==> config.mk <==
export PLATFORM = sky130hd
export DESIGN_NAME = adder_error_monitor
export DESIGN_NICKNAME = d
export VERILOG_FILES = /design/src/rtl/adder_eval_pkg.sv /design/src/rtl/adder_error_monitor_err_dist_stage.sv /design/src/rtl/adder_error_monitor.sv
export SDC_FILE = /design/constraint.sdc
export NUM_CORES = 1
export LEC_CHECK = 0
export BUFFER_PORTS_ARGS = -buffer_cell sky130_fd_sc_hd__buf_2
export CAP_MARGIN = 20
export CORE_UTILIZATION = 55
export CTS_CLUSTER_DIAMETER = 50
export DETAILED_ROUTE_END_ITERATION = 8
export PLACE_DENSITY = 0.77
export SETUP_SLACK_MARGIN = 0.2
export SLEW_MARGIN = 20
export SYNTH_ARGS = -nofsm -noshare
export SYNTH_HDL_FRONTEND = slang
export SYNTH_SLANG_ARGS = --single-unit
export TNS_END_PERCENT = 10
==> constraint.sdc <==
create_clock -name clk -period 7.4 [get_ports clk]
set_input_delay 1.85 -clock clk [delete_from_list [all_inputs] [get_ports clk]]
set_output_delay 1.85 -clock clk [all_outputs]
set_load 0.01 [all_outputs]
==> src/rtl/adder_eval_pkg.sv <==
// Shared types and helpers for evaluating the BCSA approximate adder:
// monitor FSM states, default widths and the error-distance function.
package adder_eval_pkg;

  localparam int DEF_WIDTH = 16;
  localparam int DEF_CNT_W = 16;
  localparam int DEF_ACC_W = 32;
  localparam int ED_W      = DEF_WIDTH + 1;

  typedef enum logic [1:0] {
    IDLE  = 2'd0,
    RUN   = 2'd1,
    DRAIN = 2'd2,
    DONE  = 2'd3
  } mon_state_e;

  // |a - b| on sum-plus-carry values; one extra sign bit keeps the difference exact.
  function automatic logic [ED_W-1:0] abs_diff(input logic [ED_W-1:0] a,
                                               input logic [ED_W-1:0] b);
    logic signed [ED_W:0] diff;
    logic        [ED_W:0] mag;
    diff = $signed({1'b0, a}) - $signed({1'b0, b});
    mag  = diff[ED_W] ? $unsigned(-diff) : $unsigned(diff);
    return mag[ED_W-1:0];
  endfunction

endpackage

==> src/rtl/adder_error_monitor_err_dist_stage.sv <==
// Two-stage error-distance pipeline: registers the exact and approximate sums
// of an accepted sample, then registers their absolute difference.
module err_dist_stage
  import adder_eval_pkg::*;
#(
  parameter int WIDTH = DEF_WIDTH
) (
  input  logic             clk,
  input  logic             rst,
  input  logic             in_vld,
  input  logic [WIDTH-1:0] a,
  input  logic [WIDTH-1:0] b,
  input  logic             cin,
  input  logic [WIDTH-1:0] s,
  input  logic             co,
  output logic             vld_p1,
  output logic             vld_p2,
  output logic [WIDTH:0]   ed_p2
);

  logic [WIDTH:0] exact_p1_d, exact_p1_q;
  logic [WIDTH:0] approx_p1_d, approx_p1_q;
  logic           vld_p1_d, vld_p1_q;
  logic [WIDTH:0] ed_p2_d, ed_p2_q;
  logic           vld_p2_d, vld_p2_q;

  always_comb begin
    // Stage 1: exact reference sum and approximate result, held between samples
    exact_p1_d  = exact_p1_q;
    approx_p1_d = approx_p1_q;
    vld_p1_d    = in_vld;
    if (in_vld) begin
      exact_p1_d  = {1'b0, a} + {1'b0, b} + {{WIDTH{1'b0}}, cin};
      approx_p1_d = {co, s};
    end
    // Stage 2: error distance
    ed_p2_d  = ed_p2_q;
    vld_p2_d = vld_p1_q;
    if (vld_p1_q) begin
      ed_p2_d = abs_diff(exact_p1_q, approx_p1_q);
    end
  end

  always_ff @(posedge clk or posedge rst) begin
    if (rst) begin
      exact_p1_q  <= '0;
      approx_p1_q <= '0;
      vld_p1_q    <= 1'b0;
      ed_p2_q     <= '0;
      vld_p2_q    <= 1'b0;
    end else begin
      exact_p1_q  <= exact_p1_d;
      approx_p1_q <= approx_p1_d;
      vld_p1_q    <= vld_p1_d;
      ed_p2_q     <= ed_p2_d;
      vld_p2_q    <= vld_p2_d;
    end
  end

  assign vld_p1 = vld_p1_q;
  assign vld_p2 = vld_p2_q;
  assign ed_p2  = ed_p2_q;

endmodule

==> src/rtl/adder_error_monitor.sv <==
// Accuracy monitor for the BCSA approximate adder: over a window of N accepted
// samples it counts erroneous results and accumulates sum/max error distance.
module adder_error_monitor
  import adder_eval_pkg::*;
#(
  parameter int WIDTH = DEF_WIDTH,
  parameter int CNT_W = DEF_CNT_W,
  parameter int ACC_W = DEF_ACC_W
) (
  input  logic             clk,
  input  logic             rst,
  input  logic             start,
  input  logic [CNT_W-1:0] num_samples,
  input  logic             in_valid,
  output logic             in_ready,
  input  logic [WIDTH-1:0] A_I,
  input  logic [WIDTH-1:0] B_I,
  input  logic             Co_Iin,
  input  logic [WIDTH-1:0] S_I,
  input  logic             Co_I,
  output logic             busy,
  output logic             done,
  output logic [CNT_W-1:0] err_count,
  output logic [ACC_W-1:0] sum_err_dist,
  output logic [WIDTH:0]   max_err_dist,
  output logic [CNT_W-1:0] sample_count
);

  mon_state_e     state_d, state_q;
  logic [CNT_W-1:0] num_d, num_q;
  logic [CNT_W-1:0] sample_count_d, sample_count_q;
  logic [CNT_W-1:0] err_count_d, err_count_q;
  logic [ACC_W-1:0] sum_err_d, sum_err_q;
  logic [WIDTH:0]   max_err_d, max_err_q;
  logic [CNT_W-1:0] sample_inc;

  logic           accept;
  logic           vld_p1;
  logic           vld_p2;
  logic [WIDTH:0] ed_p2;

  function automatic logic [ACC_W-1:0] sat_add(input logic [ACC_W-1:0] acc,
                                               input logic [WIDTH:0]   inc);
    logic [ACC_W:0] total;
    total = {1'b0, acc} + {{(ACC_W - WIDTH){1'b0}}, inc};
    return total[ACC_W] ? {ACC_W{1'b1}} : total[ACC_W-1:0];
  endfunction

  assign in_ready   = (state_q == RUN);
  assign accept     = in_valid && in_ready;
  assign sample_inc = sample_count_q + CNT_W'(1);

  err_dist_stage #(
    .WIDTH (WIDTH)
  ) u_err_dist_stage (
    .clk    (clk),
    .rst    (rst),
    .in_vld (accept),
    .a      (A_I),
    .b      (B_I),
    .cin    (Co_Iin),
    .s      (S_I),
    .co     (Co_I),
    .vld_p1 (vld_p1),
    .vld_p2 (vld_p2),
    .ed_p2  (ed_p2)
  );

  always_comb begin
    state_d        = state_q;
    num_d          = num_q;
    sample_count_d = sample_count_q;
    err_count_d    = err_count_q;
    sum_err_d      = sum_err_q;
    max_err_d      = max_err_q;

    // Accumulate: stage-2 result folds into the window statistics
    if (vld_p2) begin
      if (ed_p2 != '0) begin
        err_count_d = err_count_q + CNT_W'(1);
      end
      sum_err_d = sat_add(sum_err_q, ed_p2);
      if (ed_p2 > max_err_q) begin
        max_err_d = ed_p2;
      end
    end

    case (state_q)
      IDLE, DONE: begin
        // The pipeline is empty here, so a start can safely clear everything.
        if (start) begin
          num_d          = num_samples;
          sample_count_d = '0;
          err_count_d    = '0;
          sum_err_d      = '0;
          max_err_d      = '0;
          state_d        = (num_samples != '0) ? RUN : DONE;
        end
      end
      RUN: begin
        if (accept) begin
          sample_count_d = sample_inc;
          if (sample_inc == num_q) begin
            state_d = DRAIN;
          end
        end
      end
      DRAIN: begin
        if (!vld_p1 && !vld_p2) begin
          state_d = DONE;
        end
      end
      default: state_d = IDLE;
    endcase
  end

  always_ff @(posedge clk or posedge rst) begin
    if (rst) begin
      state_q        <= IDLE;
      num_q          <= '0;
      sample_count_q <= '0;
      err_count_q    <= '0;
      sum_err_q      <= '0;
      max_err_q      <= '0;
    end else begin
      state_q        <= state_d;
      num_q          <= num_d;
      sample_count_q <= sample_count_d;
      err_count_q    <= err_count_d;
      sum_err_q      <= sum_err_d;
      max_err_q      <= max_err_d;
    end
  end

  assign busy         = (state_q == RUN) || (state_q == DRAIN);
  assign done         = (state_q == DONE);
  assign err_count    = err_count_q;
  assign sum_err_dist = sum_err_q;
  assign max_err_dist = max_err_q;
  assign sample_count = sample_count_q;

endmodule
* Yosys cells after proc, flatten, opt, wreduce, memory -nomap -nowiden
Cells that the tools add are included.
Storage, ports and cells: bits in registers 152, bits of input ports 70, output and inout bits 84, logic and storage cells 62
Operators by class: add/sub/neg operators 7, magnitude comparators 1, equality and inequality tests 8, multiplexer cells 22, reductions and logical operators 13
Operator list (count):
- $mux 32 | 4
- $mux 16 | 6
- $mux 17 | 5
- $add 32x17->33 | 1
- $add 16x1->16 const B | 2
- $pmux 16 s2 | 1
- $sub 17x17->18 | 1
- $add 16x16->17 | 1
- $add 17x1->17 | 1
- $gt 17x17->1 | 1
- $neg 17->17 | 1
- $reduce_bool 17->1 | 1
- $eq 16x16->1 | 1
- $reduce_bool 16->1 | 1
- $mux 2 | 5
- $pmux 2 s3 | 1
- $eq 2x2->1 const B | 2
- $ne 2x1->1 const B | 2
- $ne 2x2->1 const B | 2
- $reduce_and 4->1 | 1
- $reduce_and 3->1 | 1
- $eq 2x1->1 const B | 1
- $logic_and 1x1->1 | 2
- $logic_not 1->1 | 2
- other kinds (5) | 5

* Logic depth before layout (Yosys ltp)
Gate-level depths: netlist of the first run.
word-level depth 5, gate-level depth with buffers 14, depth with buffers taken out 14

* Hierarchy
Synthesis of the first run repeated with hierarchy kept, for this count alone.
Unflattened totals: cell total of the unflattened synthesis 1191, area total of the unflattened synthesis 10432.5 um^2
Modules (own cells, without submodules):
- adder_error_monitor | instances 1, cells an instance 732, area each 6394.9 um^2, seq. area each 2477.4 um^2
- err_dist_stage | instances 1, cells an instance 459, area each 4037.6 um^2, seq. area each 1326.3 um^2

* Worst setup path after synthesis of the first run
OpenSTA, ideal clock, no wires.
kind in2reg, from input port A_I[0], to register u_err_dist_stage.exact_p1_q[14], setup time 0.136 ns, arrival 4.122 ns, required time 7.264 ns, slack 3.142 ns, cell stages on the path 14, path buffers 0, cells stage by stage inv_1 > fa_1 > inv_1 > fa_1 > a21o_1 > a21oi_1 > o21bai_1 > a21oi_1 > o21bai_1 > a21oi_1 > o2111ai_1 > a31oi_1 > xnor2_1 > o21ai_0
On the way: cells in the longest elaborated chain, start to end 2
RTL lines:
- from (decl) | line adder_error_monitor.sv:16 | input logic [WIDTH-1:0] A_I,
- $add 16x16->17 | line adder_error_monitor_err_dist_stage.sv:33 | exact_p1_d = {1'b0, a} + {1'b0, b} + {{WIDTH{1'b0}}, cin};
- $add 17x1->17 | line adder_error_monitor_err_dist_stage.sv:33
- to (signal assigned) | line adder_error_monitor_err_dist_stage.sv:52 | exact_p1_q <= exact_p1_d;
- to (decl) | line adder_error_monitor_err_dist_stage.sv:21 | logic [WIDTH:0] exact_p1_d, exact_p1_q;
No other way between the ends. A chain may end at the register's enable or synchronous reset.

* Worst setup path in the final report of the first run
Ends and elaborated chain as after synthesis.

==> reports/qor.txt, run 1 <==
LOGIC SYNTHESIS
---------------------------------------------------------------------------------
Multiplexer fraction of the synthesized cell area ..................      0.01714
Number of enable-type register cells in the synthesized netlist ....            0
Portion of synthesized cell area occupied by the leading cell type .       0.3831
Synthesis warning total ............................................            0
Largest family of logic cells by synthesized area .................. simple AND/OR/NAND/NOR gates
Post-Synthesis Net Count ...........................................         1283
Post-synth design cell area ........................................ 0.009930 mm^2
Number of distinct library cells after synthesis ...................           74
Register bit total from synthesis ..................................          152
Async set or reset register ratio after synthesis ..................        1.000
Area fraction in compound gates after synthesis ....................       0.1804
Average cell area after synthesis ..................................   8.748 um^2
Leading post-synthesis cells by cell area .......................... dfrtp_1, ha_1, o21ai_0, xnor2_1, nand2_1
Seq/Total Area, Yosys ..............................................       0.3831
Post-synthesis xor/xnor area fraction ..............................      0.08732
Leading area contributor after synthesis ...........................      dfrtp_1
Area share of fa/ha/maj cells after synthesis ......................       0.1013
Synth Area in Simple Gates .........................................       0.1833
Cells after Synth ..................................................         1135
Dominant register cell in the synthesized netlist ..................      dfrtp_1

GLOBAL ROUTING
---------------------------------------------------------------------------------
Via count of the first global-routing pass .........................         8278
Wire length of the first global-routing pass .......................     39.46 mm
Maximum number of pins on one net before global-route repair .......          103
Initial antenna violation count ....................................            0
Global router's overall resource usage .............................       0.2682
Total global routing overflow ......................................            0

FINAL LAYOUT
---------------------------------------------------------------------------------
Area overhead of the layout relative to synthesis ..................       15.21%
Multi-input gate area in the final layout .......................... 0.005660 mm^2
Final cell count without fillers ...................................         1507
Top library cells by usage in the layout, fill and taps aside ...... buf_2, dfrtp_1, nand2_1, o21ai_0, a21oi_1
Post-layout net count ..............................................         1418
Number of filler cells placed in the layout ........................         1448
Layout cell share with drive strength beyond 1 .....................       0.1755
Most common cell after layout, fill and taps aside .................        buf_2
Area taken by flip-flops and latches ............................... 0.003804 mm^2
Antenna diode instance count .......................................            0

STA
---------------------------------------------------------------------------------
Max Clock Freq .....................................................   0.2337 GHz
Worst slew slack as a fraction of its limit ........................       0.3022
Unrepaired setup endpoints after global routing ....................           no
Worst hold-check slack .............................................    0.4875 ns
Final hold violation count .........................................            0
Max-slew violation count ...........................................            0
Worst slew pin tran ................................................     1.040 ns
Total negative slack ...............................................         0 ns
Final setup fails ..................................................            0
Time the final worst path needs with I/O delays and setup ..........     4.278 ns
Final worst path period share ......................................       0.5781
Clock skew after layout ............................................   0.01131 ns

FLOORPLAN
---------------------------------------------------------------------------------
Die H ..............................................................     136.4 um
Initial Utilization ................................................       0.5682
Placeable core area ................................................ 0.01748 mm^2
Number of core rows ................................................           48
Area of the die .................................................... 0.01860 mm^2
Top-level I/O count ................................................          154
Horiz. Die Dim .....................................................     136.4 um

POWER AND IR DROP
---------------------------------------------------------------------------------
Leak Pwr ...........................................................     5.551 nW
IR Drop Worst-Case VDD .............................................     286.7 uV
Power density relative to cell area ................................ 480.9 mW/mm^2

CLOCKING
---------------------------------------------------------------------------------
H-tree levels ......................................................            4
Clock insertion delay at the later pin of the skew report ..........      0.43 ns
Postcts setup bufs .................................................            0
Clock Sinks ........................................................          152
Number of clock buffers inserted by TritonCTS ......................           17
Buffers from clock root to sink, at most ...........................            2
Post-cts resize count ..............................................            0
Clock slew seen by the registers of the worst setup and hold paths .      0.06 ns
CTS tree ...........................................................        built
Quantity of hold-fixing buffers added after cts ....................            0
Buffer cell driving the clock tree root ............................    clkbuf_16

PLACED DESIGN
---------------------------------------------------------------------------------
GP Congestion ......................................................       0.8669
Port-buffer cells ..................................................          153
# placed instances .................................................         1476
HPWL reported at the end of detailed placement .....................     16.95 mm

WORST SETUP PATH
---------------------------------------------------------------------------------
Nature of the critical path startpoint ............................. primary input
Gate family responsible for the most delay along the worst path .... compound AO/OA/AOI/OAI gates
Total buffers and inverters traversed by the critical path .........            3
Worst Setup Path Type .............................................. primary input to flip-flop
Most used cell, CP .................................................      a21oi_1
Reg2Reg Launch Point ............................................... u_err_dist_stage.ed_p2[0]
Worst Path Required ................................................      7.69 ns
Worst setup EP type ................................................    flip-flop
Biggest cell delay along the critical path .........................      0.41 ns
Worst reg2reg setup slack ..........................................      3.79 ns
Reg-to-Reg End ..................................................... sum_err_dist[15]
Crit-path slowest cell .............................................         fa_1
Logic depth of the worst register-to-register path .................           12
Worst Path Arrival .................................................      4.57 ns
Worst Path Max Fanout ..............................................            4
Sequence of cells on the critical path ............................. buf_2, inv_1, fa_1, inv_1, fa_1, a21o_1, a21oi_1, o21bai_1, a21oi_1, o21bai_1, a21oi_1, o2111ai_1, a31oi_1, xnor2_1, o21ai_0

FLOW RUN
---------------------------------------------------------------------------------
Maximum Capacitance Violations .....................................            0

DRT
---------------------------------------------------------------------------------
Antenna viol nets, final ...........................................            0
Via count of the routed design .....................................         8661
Drt first pass iters ...............................................            5
Final wirelength ...................................................     23.77 mm
Number of DRC markers in iteration 0 ...............................          609
DR vias/cell .......................................................        5.747
Count of unresolved DRC violations after routing ...................            0
Routed wirelength normalized by instance count .....................     15.77 um

MIN PATH
---------------------------------------------------------------------------------
Sink of the worst hold path ........................................ u_err_dist_stage.exact_p1_q[4]
Hold depth .........................................................            2
Path type of the worst min-delay path .............................. flip-flop to flip-flop
Hold Startpoint .................................................... u_err_dist_stage.exact_p1_q[4]

STATUS
---------------------------------------------------------------------------------
Result of the run ..................................................    completed

[power by group]
group / internal [W] / total [W] / switching, W
registers: 0.00112 / 0.00141 / 0.000298
clock network: 0.000556 / 0.000917 / 0.000362
logic: 0.00132 / 0.00317 / 0.00185
total: 0.00299 / 0.00550 / 0.00251
[cells by family after synthesis]
group	Yosys count
AO/OA/AOI/OAI	301
XOR/XNOR	99
adder cells (fa/ha/maj)	78
buffers and inverters	113
flip-flops	152
multiplexers	16
AND/OR/NAND/NOR	376
[cell usage after synthesis, types with 2 or more instances]
cell	number
and3_1	21
dfrtp_1	152
a31oi_1	16
o21a_1	9
clkbuf_1	33
a21oi_1	90
o211a_1	4
o21bai_1	8
nand2b_1	6
nand3_1	44
and2_1	5
xnor2_1	59
nor3_1	26
o31ai_1	10
or3_1	6
buf_2	4
a22o_1	2
ha_1	74
nand2_1	133
fa_1	4
mux2_2	8
o211ai_1	3
o21ai_0	115
nor2_1	81
xor2_1	40
nor4_1	12
o2111ai_1	2
buf_6	4
a211oi_1	4
inv_1	69
o221a_2	3
and4_1	7
mux2i_1	8
o21ai_1	3
nand4_1	11
a21o_1	14
nor2b_1	8
[layer usage]
metal,up-vias,global-route usage,share of wire
met4,0,0.08457,0.015
li1,4249,-,-
met2,233,0.4467,0.49
met3,32,0.04027,0.049
met5,-,0,0
met1,4147,0.3570,0.45
[area by class of cell]
class                           count  share of cell area
Multi-Input combinational cell    870              0.4948
Sequential cell                   152              0.3325
Timing Repair Buffer              160             0.07153
Clock buffer                       20             0.04080
Tap cell                          225             0.02461
Inverter                           69             0.02308
Clock inverter                     11             0.01269
[flip-flops by register name (all words and copies together), names as in the netlist]
register                      cells
u_err_dist_stage.vld_p1           1
u_err_dist_stage.vld_p2           1
max_err_dist                     17
u_err_dist_stage.ed_p2           17
sum_err_dist                     32
err_count                        16
sample_count                     16
state_q                           2
u_err_dist_stage.exact_p1_q      17
u_err_dist_stage.approx_p1_q     17
num_q                            16
[through the flow]
step	total power (W)	instance area, um^2	utilization	setup slack [ns]
6_report	0.005501	11440	0.6546	3.122
5_1_grt	0.005972	11440	0.6546	2.859
4_1_cts	0.005498	11440	0.6544	3.119
3_5_place_dp	0.004550	10820	0.6193	2.707
3_3_place_gp	0.004460	10820	0.6193	2.785
2_1_floorplan	0.003835	9930	-	1.457
[how the worst max path moves through the flow]
| stage | start | to | slack (ns) | cells after the start |
|---|---|---|---|---|
| final | A_I[0] | u_err_dist_stage.exact_p1_q[14] | 3.12 | 15 |
| after global routing | A_I[0] | u_err_dist_stage.exact_p1_q[14] | 2.86 | 15 |
| after CTS | A_I[0] | u_err_dist_stage.exact_p1_q[14] | 3.12 | 15 |
| after detailed placement | A_I[0] | u_err_dist_stage.exact_p1_q[14] | 2.71 | 15 |
| after global placement | A_I[0] | u_err_dist_stage.exact_p1_q[14] | 2.79 | 15 |
| after floorplan | rst | err_count[0] | 1.46 | 1 |
[worst reg2reg max path, stage by stage, from the launching register on]
cell and delay (ns):
dfrtp_1 0.45, ha_1 0.24, fa_1 0.41, a21o_1 0.17, a21oi_1 0.22, o21bai_1 0.09, a21oi_1 0.27, o211a_1 0.24
o31a_1 0.21, o21ai_0 0.16, a21oi_2 0.63, nor4b_1 0.33, nor3_1 0.09
(Power assumes the default switching activity.)
==> run 2: changes to the inputs <==
--- a/config.mk
+++ b/config.mk
@@ -5,12 +5,13 @@
 export SDC_FILE = /design/constraint.sdc
 export NUM_CORES = 1
 export LEC_CHECK = 0
+export ABC_AREA = 1
 export BUFFER_PORTS_ARGS = -buffer_cell sky130_fd_sc_hd__buf_2
 export CAP_MARGIN = 20
 export CORE_UTILIZATION = 55
 export CTS_CLUSTER_DIAMETER = 50
 export DETAILED_ROUTE_END_ITERATION = 8
-export PLACE_DENSITY = 0.77
+export PLACE_DENSITY = 0.76
 export SETUP_SLACK_MARGIN = 0.2
 export SLEW_MARGIN = 20
 export SYNTH_ARGS = -nofsm -noshare
==> constraint.sdc (replaced) <==
create_clock -name clk -period 4 [get_ports clk]
set_input_delay 1 -clock clk [delete_from_list [all_inputs] [get_ports clk]]
set_output_delay 1 -clock clk [all_outputs]
set_load 0.01 [all_outputs]
==> run 2 against run 1 <==
Effect of this change: critical path depth is 1 higher; via count is 15% higher; worst setup slack worse by 1.9 ns; routed wire length is 6.1% higher; count of clock-buffer cells in the layout is 1 lower; combinational power is 80% higher; critical path type unchanged; critical endpoint is now u_err_dist_stage.exact_p1_q[12]; highest routed layer unchanged.
==> reports/qor.txt, run 2 <==
GLOBAL ROUTING
----------------------------------------------------------------------------------
Wire length of the first global-routing pass ........................     42.93 mm
Maximum number of pins on one net before global-route repair ........          104
Via count of the first global-routing pass ..........................         9289
Global router's overall resource usage ..............................       0.2645
Initial antenna violation count .....................................            0
Total global routing overflow .......................................            0

CLOCKING
----------------------------------------------------------------------------------
Clock Sinks .........................................................          152
Number of clock buffers inserted by TritonCTS .......................           17
Clock slew seen by the registers of the worst setup and hold paths ..      0.06 ns
Postcts setup bufs ..................................................            0
H-tree levels .......................................................            4
Buffer cell driving the clock tree root .............................    clkbuf_16
CTS tree ............................................................        built
Clock insertion delay at the later pin of the skew report ...........      0.43 ns
Post-cts resize count ...............................................            0
Quantity of hold-fixing buffers added after cts .....................            0
Buffers from clock root to sink, at most ............................            2

STA
----------------------------------------------------------------------------------
Worst slew slack as a fraction of its limit .........................       0.3279
Final setup fails ...................................................            0
Final worst path period share .......................................       0.6831
Unrepaired setup endpoints after global routing .....................           no
Final setup slack of the worst path .................................     1.268 ns
Max-slew violation count ............................................            0
Final hold violation count ..........................................            0
Max Clock Freq ......................................................   0.3660 GHz
Total negative slack ................................................         0 ns
Clock skew after layout .............................................   0.01277 ns
Time the final worst path needs with I/O delays and setup ...........     2.732 ns
Worst slew pin tran .................................................     1.005 ns

FINAL LAYOUT
----------------------------------------------------------------------------------
Final non-filler cell area .......................................... 0.01225 mm^2
Most common cell after layout, fill and taps aside ..................      nand2_1
Final core area utilization .........................................       0.6485
Layout cell share with drive strength beyond 1 ......................       0.1639
Post-layout net count ...............................................         1753
Area overhead of the layout relative to synthesis ...................       14.75%
Antenna diode instance count ........................................            0
Top library cells by usage in the layout, fill and taps aside ....... nand2_1, inv_1, buf_2, dfrtp_1, o21ai_0
Flip-flop count of the largest register, all copies and words added .           32

WORST SETUP PATH
----------------------------------------------------------------------------------
Worst Path Arrival ..................................................      3.10 ns
Worst Path Max Fanout ...............................................            3
Nature of the critical path startpoint .............................. primary input
Worst reg2reg setup slack ...........................................      1.28 ns
Reg2Reg Launch Point ................................................ u_err_dist_stage.ed_p2[16]
Worst setup EP type .................................................    flip-flop
Worst Setup Path Type ............................................... primary input to flip-flop
Launching element of the worst setup path ...........................       A_I[0]
Worst Path Required .................................................      4.37 ns

LOGIC SYNTHESIS
----------------------------------------------------------------------------------
Average cell area after synthesis ...................................   7.324 um^2
Cells after Synth ...................................................         1458
Synthesis warning total .............................................            0
Most frequent cells after synthesis ................................. nand2_1, inv_1, dfrtp_1, o21ai_0, nor2_1
Post-Synthesis Net Count ............................................         1606
Register bit total from synthesis ...................................          152
Dominant register cell in the synthesized netlist ...................      dfrtp_1
Seq/Total Area, Yosys ...............................................       0.3562
Number of distinct library cells after synthesis ....................           54
Dominant cell by count in the synthesized netlist ...................      nand2_1
Async set or reset register ratio after synthesis ...................        1.000
Leading post-synthesis cells by cell area ........................... dfrtp_1, nand2_1, ha_1, inv_1, o21ai_0
Portion of synthesized cell area occupied by the leading cell type ..       0.3562
Post-synth design cell area ......................................... 0.01068 mm^2
Number of enable-type register cells in the synthesized netlist .....            0
Leading area contributor after synthesis ............................      dfrtp_1

STATUS
----------------------------------------------------------------------------------
Result of the run ...................................................    completed

FLOORPLAN
----------------------------------------------------------------------------------
Initial Utilization .................................................       0.5652
Die H ...............................................................     141.3 um
Area of the die ..................................................... 0.01998 mm^2
Horiz. Die Dim ......................................................     141.3 um
Placeable core area ................................................. 0.01889 mm^2
Number of core rows .................................................           50
Top-level I/O count .................................................          154

DRT
----------------------------------------------------------------------------------
Number of DRC markers in iteration 0 ................................          585
Routed wirelength normalized by instance count ......................     13.44 um
Final wirelength ....................................................     25.22 mm
Antenna viol nets, final ............................................            0
Count of unresolved DRC violations after routing ....................            0
Drt first pass iters ................................................            5
Via count of the routed design ......................................         9960
DR vias/cell ........................................................        5.306

POWER AND IR DROP
----------------------------------------------------------------------------------
Power density relative to cell area ................................. 800.5 mW/mm^2
Post-layout power ...................................................   0.009809 W
IR Drop Worst-Case VDD ..............................................     443.2 uV
Leak Pwr ............................................................     6.326 nW

PLACED DESIGN
----------------------------------------------------------------------------------
Placed standard-cell area ........................................... 0.01168 mm^2
HPWL reported at the end of detailed placement ......................     18.97 mm
Post-placement worst setup slack ....................................    0.8920 ns
GP Congestion .......................................................       0.9748
Port-buffer cells ...................................................          153

MIN PATH
----------------------------------------------------------------------------------
Hold Startpoint ..................................................... u_err_dist_stage.exact_p1_q[4]
Path type of the worst min-delay path ............................... flip-flop to flip-flop

FLOW RUN
----------------------------------------------------------------------------------
Maximum Capacitance Violations ......................................            0

run 2: logic make-up after synthesis:
| kind of cell | synth area share |
|---|---|
| buffers and inverters | 0.08484 |
| AO/OA/AOI/OAI | 0.1496 |
| flip-flops | 0.3562 |
| AND/OR/NAND/NOR | 0.2815 |
| XOR/XNOR | 0.03363 |
| adder cells (fa/ha/maj) | 0.09421 |
run 2: layer usage:
layer  vias up  routed length, um  track usage
met5         -                  0            0
met4         0                455      0.08867
met3        36               1095      0.04016
met2       252              12000       0.4484
met1      4564              11670       0.3459
li1       5108                  -            -
run 2: per-stage QoR:
| step | hold WS (ns) | std cells |
|---|---|---|
| global placement | 0.4723 | 1846 |
| detailed placement | 0.4838 | 1846 |
| CTS | 0.4993 | 1877 |
| global route | 0.5184 | 1877 |
| finish | 0.4958 | 1877 |
| floorplan | 0.4088 | 1458 |
run 2: final timing paths:
kind	end	cells after the start
min in group asynchronous	u_err_dist_stage.approx_p1_q[1]	2
worst max-delay path	u_err_dist_stage.exact_p1_q[12]	16
worst min-delay path	u_err_dist_stage.exact_p1_q[4]	2
worst min register to register	u_err_dist_stage.exact_p1_q[4]	2
worst max register to register	max_err_dist[14]	8
max in group asynchronous	sample_count[6]	3
run 2: power breakdown:
group / total, W / switching, W / internal (W) / leakage, nW
Sequential: 0.00252 / 0.000488 / 0.00204 / 1.97
Clock: 0.00157 / 0.000675 / 0.000892 / 0.276
Combinational: 0.00572 / 0.00364 / 0.00207 / 4.08
run 2: worst max-delay path, cell delays in order:
cell,delay [ns]
buf_2,0.09
inv_1,0.07
fa_1,0.17
inv_1,0.06
fa_1,0.40
nand3_1,0.11
nand3_1,0.11
a21oi_1,0.27
o21ai_0,0.13
inv_1,0.09
nor2_1,0.05
nor2_1,0.21
o21ai_0,0.11
nand2_1,0.07
nand3_1,0.08
nand2_1,0.08
run 2: layout make-up:
type                       count  area (um^2)
clock buffer                  19        452.9
clock inverter                12        116.4
fill                        1746         6640
inverter                     199        753.2
multi-input combinational   1075         5971
sequential                   152         3804
tap                          260        325.3
timing repair buffer         160        830.8
